$ cat src/rtl/hamming74_serial_encoder_if.sv
// hamming74_serial_encoder_if: nibble handshake, error injection and serial link signals of the Hamming(7,4) encoder
//   in_valid/in_ready/in_data      nibble push handshake (push when valid && ready)
//   inject_en/inject_pos           flip one codeword bit at load time (pos 7 = none)
//   ser_ena/ser_bit/frame_start    serial link to the decoder, 8 slots per frame
//   busy/codeword/fifo_count       status and debug
interface hamming74_serial_encoder_if #(
   parameter int FIFO_DEPTH = 4
);
   localparam int CW = $clog2(FIFO_DEPTH) + 1;
   logic          in_valid;
   logic          in_ready;
   logic [3:0]    in_data;
   logic          inject_en;
   logic [2:0]    inject_pos;
   logic          ser_ena;
   logic          ser_bit;
   logic          frame_start;
   logic          busy;
   logic [6:0]    codeword;
   logic [CW-1:0] fifo_count;
   modport master (
      output in_valid, in_data, inject_en, inject_pos,
      input  in_ready, ser_ena, ser_bit, frame_start, busy, codeword, fifo_count
   );
   modport slave (
      input  in_valid, in_data, inject_en, inject_pos,
      output in_ready, ser_ena, ser_bit, frame_start, busy, codeword, fifo_count
   );
endinterface

$ cat src/rtl/hamming74_serial_encoder.sv
// hamming74_serial_encoder: FIFO-buffered Hamming(7,4) encoder feeding a bit-serial decoder in 8-slot frames
//   clk, rst  clock and synchronous active-high reset
//   bus       slave side of hamming74_serial_encoder_if (handshake in, serial link out)
module hamming74_serial_encoder #(
   parameter int FIFO_DEPTH = 4,
   parameter int IDLE_GAP   = 0
) (
   input logic                       clk,
   input logic                       rst,
   hamming74_serial_encoder_if.slave bus
);
   localparam int AW = $clog2(FIFO_DEPTH);
   localparam int CW = AW + 1;
   localparam logic [CW-1:0] FULL = CW'(FIFO_DEPTH);
   localparam logic [15:0] GAP_LAST = 16'(IDLE_GAP - 1);
   typedef enum logic [1:0] {IDLE, SHIFT, DECODE, GAP} state_t;
   state_t state, state_nx;
   logic [3:0] mem [FIFO_DEPTH];
   logic [AW-1:0] wr_ptr, rd_ptr;
   logic [CW-1:0] count;
   logic [2:0] slot;
   logic [15:0] gap_cnt;
   logic [6:0] cw, flip;
   logic push, pop, empty, full;

   function automatic logic [6:0] encode(input logic [3:0] d);
      return {d[3] ^ d[2] ^ d[0], d[3] ^ d[1] ^ d[0], d[3], d[2] ^ d[1] ^ d[0], d[2], d[1], d[0]};
   endfunction

   assign empty = count == '0;
   assign full  = count == FULL;
   // no bypass: a pop in the same cycle never opens in_ready while full
   assign push  = bus.in_valid && !full;
   assign flip  = bus.inject_en && bus.inject_pos != 3'd7 ? 7'b1 << bus.inject_pos : '0;

   always_ff @(posedge clk) begin
      if (rst) state <= IDLE;
      else     state <= state_nx;
   end

   // pop doubles as the codeword load strobe; every load restarts a frame
   always_comb begin
      state_nx = state;
      pop      = 1'b0;
      case (state)
         IDLE:    pop = !empty;
         SHIFT:   state_nx = slot == 3'd6 ? DECODE : SHIFT;
         DECODE: begin
            pop      = IDLE_GAP == 0 && !empty;
            state_nx = IDLE_GAP > 0 ? GAP : IDLE;
         end
         GAP: begin
            pop      = gap_cnt == GAP_LAST && !empty;
            state_nx = gap_cnt == GAP_LAST ? IDLE : GAP;
         end
      endcase
      if (pop) state_nx = SHIFT;
   end

   // the DECODE slot drives a zero so the decoder's own slot counter sees 8 strobes per frame
   always_comb begin
      bus.ser_ena     = state == SHIFT || state == DECODE;
      bus.ser_bit     = state == SHIFT && cw[slot];
      bus.frame_start = state == SHIFT && slot == 3'd0;
   end

   always_ff @(posedge clk) begin
      if (push) mem[wr_ptr] <= bus.in_data;
   end

   always_ff @(posedge clk) begin
      if (rst) begin
         wr_ptr  <= '0;
         rd_ptr  <= '0;
         count   <= '0;
         slot    <= '0;
         gap_cnt <= '0;
         cw      <= '0;
      end else begin
         if (push) wr_ptr <= wr_ptr + 1'b1;
         if (pop) begin
            rd_ptr <= rd_ptr + 1'b1;
            cw     <= encode(mem[rd_ptr]) ^ flip;
         end
         count   <= count + CW'(push) - CW'(pop);
         slot    <= pop ? 3'd0 : slot + 3'd1;
         gap_cnt <= state == GAP ? gap_cnt + 16'd1 : '0;
      end
   end

   assign bus.in_ready   = !full;
   assign bus.busy       = state != IDLE || !empty;
   assign bus.codeword   = cw;
   assign bus.fifo_count = count;
endmodule

$ cat src/flat_wrapper.sv
// flat-port wrapper written by rule: the top's interface ports become plain ports
module hamming74_serial_encoder_flat 
#(
   parameter int FIFO_DEPTH = 4,
   parameter int IDLE_GAP   = 0
)
  (clk, rst, bus_in_valid, bus_in_data, bus_inject_en, bus_inject_pos, bus_in_ready, bus_ser_ena, bus_ser_bit, bus_frame_start, bus_busy, bus_codeword, bus_fifo_count);
  hamming74_serial_encoder_if #(.FIFO_DEPTH(FIFO_DEPTH)) bus_i ();
  input logic clk;
  input logic rst;
  input wire logic [$bits(bus_i.in_valid)-1:0] bus_in_valid;
  input wire logic [$bits(bus_i.in_data)-1:0] bus_in_data;
  input wire logic [$bits(bus_i.inject_en)-1:0] bus_inject_en;
  input wire logic [$bits(bus_i.inject_pos)-1:0] bus_inject_pos;
  output wire logic [$bits(bus_i.in_ready)-1:0] bus_in_ready;
  output wire logic [$bits(bus_i.ser_ena)-1:0] bus_ser_ena;
  output wire logic [$bits(bus_i.ser_bit)-1:0] bus_ser_bit;
  output wire logic [$bits(bus_i.frame_start)-1:0] bus_frame_start;
  output wire logic [$bits(bus_i.busy)-1:0] bus_busy;
  output wire logic [$bits(bus_i.codeword)-1:0] bus_codeword;
  output wire logic [$bits(bus_i.fifo_count)-1:0] bus_fifo_count;
  assign bus_i.in_valid = bus_in_valid;
  assign bus_i.in_data = bus_in_data;
  assign bus_i.inject_en = bus_inject_en;
  assign bus_i.inject_pos = bus_inject_pos;
  assign bus_in_ready = bus_i.in_ready;
  assign bus_ser_ena = bus_i.ser_ena;
  assign bus_ser_bit = bus_i.ser_bit;
  assign bus_frame_start = bus_i.frame_start;
  assign bus_busy = bus_i.busy;
  assign bus_codeword = bus_i.codeword;
  assign bus_fifo_count = bus_i.fifo_count;
  hamming74_serial_encoder #(.FIFO_DEPTH(FIFO_DEPTH), .IDLE_GAP(IDLE_GAP)) u_core (.clk(clk), .rst(rst), .bus(bus_i));
endmodule
$ cat config.mk
export PLATFORM = sky130hd
export DESIGN_NAME = hamming74_serial_encoder_flat
export DESIGN_NICKNAME = d
export VERILOG_FILES = /design/src/rtl/hamming74_serial_encoder_if.sv /design/src/rtl/hamming74_serial_encoder.sv /design/src/flat_wrapper.sv
export SDC_FILE = /design/constraint.sdc
export NUM_CORES = 1
export LEC_CHECK = 0
export ABC_AREA = 1
export ABC_CLOCK_PERIOD_IN_PS = 4800
export BUFFER_PORTS_ARGS = -buffer_cell sky130_fd_sc_hd__clkbuf_2
export CORE_MARGIN = 8
export CORE_UTILIZATION = 54
export CTS_CLUSTER_DIAMETER = 100
export CTS_CLUSTER_SIZE = 28
export DETAILED_ROUTE_END_ITERATION = 12
export HOLD_SLACK_MARGIN = 0.15
export PLACE_DENSITY = 0.74
export SKIP_LAST_GASP = 1
export SLEW_MARGIN = 0
export SYNTH_ARGS = -nofsm -noshare
export SYNTH_HDL_FRONTEND = slang
export SYNTH_SLANG_ARGS = --single-unit
$ cat constraint.sdc
create_clock -name clk -period 4.8 [get_ports clk]
set_input_delay 0.48 -clock clk [delete_from_list [all_inputs] [get_ports clk]]
set_output_delay 0.48 -clock clk [all_outputs]
set_load 0.005 [all_outputs]
==> impl_metrics.toml <==
[clock_tree]
max-clock-path-buffers = 2
cts_hold_buffers = 0
clk_latency_ns = 0.31
cts-root-buf = "clkbuf_8"
worst_setup_hold_path_clk_slew_ns = 0.09
clock_tree_from_tritoncts = "built"
cts_num_sinks = 53
htree_levels = 2
cts_resized = 0
cts-buffers-inserted = 5
post_cts_buffers = 0

[floorplan]
die_width_um = 88.3
die_y_um = 88.3
boundaryPins = 26
floorplan.die_area_mm2 = 0.00780
start_util = 0.557
design.core.area_mm2 = 0.00507
floorplan.rows = 26

[global_route]
grt_pass1_vias = 2175
antenna_found_initial = 0
global_route.overflow_total = 0
grt_first_pass_wirelength_um = 9550
grtUsageTotal = 0.154
grt_start_max_net_pins = 17

[critical_path]
cp_max_fo = 7
critPathCaptureType = "flop"
critPathLaunch = "u_core.state[0]"
worst_setup_path_start_kind = "flop"
r2r_slack_ns = 2.38
worst-endpoint-arrival_ns = 2.62
worst_setup_path_endpoint = "u_core.bus.fifo_count[2]"
regToRegEndpoint = "u_core.bus.fifo_count[2]"
critical_path.max_stage_delay_ns = 0.40
path_common_cell = "ha_1"
timing.critical_path.required_ns = 5.00
crit_path_cell_trace = "inv_1 -> ha_1 -> nor2_1 -> a21boi_4 -> ha_1 -> inv_1 -> ha_1 -> fa_1 -> o21ai_0 -> a21oi_1"
worstRegToRegCells = 10
crit-reg2reg-launch = "u_core.state[0]"
crit_path_top_delay_cell = "dfxtp_1"
worst_path_class_setup = "flop to flop"

[synth]
synth.net_count = 404
synth.top_cell.area_share = 0.262
synth.distinct_cells = 30
post_synth.cell_area_avg_um2 = 7.49
syn-cell-area_mm2 = 0.00283
post_synthesis_sequential_element_count = 53
synth_sequential_area_ratio = 0.432
synth.top_cells.by_area = "dfxtp_1, edfxtp_1, nand2_1, ha_1, inv_1"
synthDominantAreaCellType = "dfxtp_1"
yosys_warnings = 0
post_synthesis_instance_total = 377

[detailed_routing]
drc_violations = 0
avgViaCountPerCell = 4.93
drt_first_iter_violations = 123
drt_pre_antenna_iters = 4
antenna_left = 0
num_vias = 2349
post_drt_wl_per_cell_um = 11.7
drt_wl_total_um = 5560

[sta]
finClkSkew_ns = 0.00574
timing_max_transition_violations_final = 0
final_min_period_over_clock_period = 0.503
worst-slew-pin-transition_ns = 0.520
fmaxAchievable_ghz = 0.414
final_period_minus_worst_setup_slack_ns = 2.42
grt_setup_unrepaired = "false"
headroom_to_the_max_slew_limit = 0.653
report.final.hold_viol_count = 0
finalSetupViolCount = 0
tns_ns = 0

[finish]
most_common_cell_after_layout_fill_and_taps_aside = "nand2_1"
most-common-layout-cells = "nand2_1, inv_1, nor2_1, dfxtp_1, clkbuf_2"
synthToLayoutAreaGrowth_pct = 10.6
count_of_nets_after_finishing = 432
drive_above_1_share = 0.118
postLayoutCoreUtil = 0.616
nFillCells = 490
antenna_cells = 0

[pwr]
p_leak_uw = 0.00138
power_per_cell_area_mw_per_mm2 = 544
max-vdd-ir-drop_v = 0.000226

[place]
gp_congestion = 0.862
hpwl_um = 4330
placement.io_buffers = 25

[run_status]
status = "complete, no violations"

[hold_path]
hold_path.class = "input port to flop"

[flow_run]
maxCapViolCount = 0
[layer usage]
metal / up-vias / track usage / wire length [um] / part of all wire
li1: 1253 / - / - / -
met5: - / 0 / 0 / 0
met2: 41 / 0.259 / 2650 / 0.48
met3: 7 / 0.0464 / 351 / 0.063
met1: 1048 / 0.184 / 2480 / 0.45
met4: 0 / 0.0445 / 80 / 0.014
[final cells by class]
cell class | count | area (um2) | area share
multi-input cells | 270 | 1390 | 0.444
flip-flops and latches | 53 | 1220 | 0.391
inverters | 50 | 188 | 0.0601
repair buffers | 25 | 125 | 0.0400
well taps | 70 | 87.6 | 0.0280
clock buffers | 6 | 76.3 | 0.0244
clock inverters | 2 | 38.8 | 0.0124
[report_power, final]
group,switching [uW],internal (uW)
logic,477,288
clock network,143,162
registers,79.9,549
total,701,999
[per-stage QoR]
| stage | hold WS [ns] | total power (uW) | instances | instance area [um2] | worst slack (ns) |
|---|---|---|---|---|---|
| after floorplan | 0.418 | 1220 | 377 | 2830 | 2.58 |
| after global placement | 0.430 | 1390 | 468 | 3010 | 2.48 |
| after detailed placement | 0.441 | 1400 | 468 | 3010 | 2.42 |
| after CTS | 0.377 | 1720 | 476 | 3120 | 2.40 |
| after global routing | 0.385 | 1870 | 476 | 3120 | 2.21 |
| final | 0.392 | 1700 | 476 | 3120 | 2.38 |
[cell families (layout without fill, tap and decap cells)]
logic type / after synthesis / after routing / synth area share
xor gates and xnor gates: 4 / 4 / 0.0124
adders and majority gates: 16 / 16 / 0.0735
AOI/OAI and AO/OA: 43 / 43 / 0.0873
and+or+nand+nor: 207 / 207 / 0.318
buffers and inverters: 54 / 83 / 0.0766
DFF: 53 / 53 / 0.432
[critical path, delay by kind of cell (launching register included)]
family | cells | cell delay, ns
AOI/OAI and AO/OA | 3 | 0.35
adders and majority gates | 4 | 1.07
DFF | 1 | 0.40
and+or+nand+nor | 1 | 0.35
buffers and inverters | 2 | 0.13
[worst min path at each step]
stage	start	to	slack, ns	cells after the start
2_1_floorplan	u_core.gap_cnt[0]	u_core.gap_cnt[0]	0.42	1
5_1_grt	bus_in_data[0]	u_core.mem[3][0]	0.38	1
3_3_place_gp	u_core.gap_cnt[0]	u_core.gap_cnt[0]	0.43	1
6_report	bus_in_data[0]	u_core.mem[3][0]	0.39	1
4_1_cts	bus_in_data[0]	u_core.mem[3][0]	0.38	1
3_5_place_dp	u_core.gap_cnt[0]	u_core.gap_cnt[0]	0.44	1
[registers in the layout, indices dropped and copies added, names as in the netlist, named ones only]
| register | flops |
|---|---|
| u_core.bus.fifo_count | 3 |
| u_core.wr_ptr | 2 |
| u_core.rd_ptr | 2 |
| u_core.mem | 16 |
| u_core.state | 2 |
| u_core.gap_cnt | 16 |
| u_core.bus.codeword | 7 |
| u_core.slot | 3 |
[cells in the mapped netlist]
cell,number
ha_1,15
o21a_1,2
buf_2,2
edfxtp_1,16
xnor2_1,2
nand3_1,23
buf_4,1
a31oi_1,1
o22ai_1,1
inv_1,49
nand2_4,4
nor3_1,16
nand2_1,109
fa_1,1
nand3_2,1
nand4_1,1
nor2_4,3
a21boi_4,1
dfxtp_1,37
or2_2,1
nand3b_1,1
nand2_2,2
a21oi_2,2
nor2_1,46
o31ai_1,1
xor2_1,2
inv_2,1
o21ai_0,16
a21oi_1,19
buf_6,1
(Power assumes the default switching activity.)
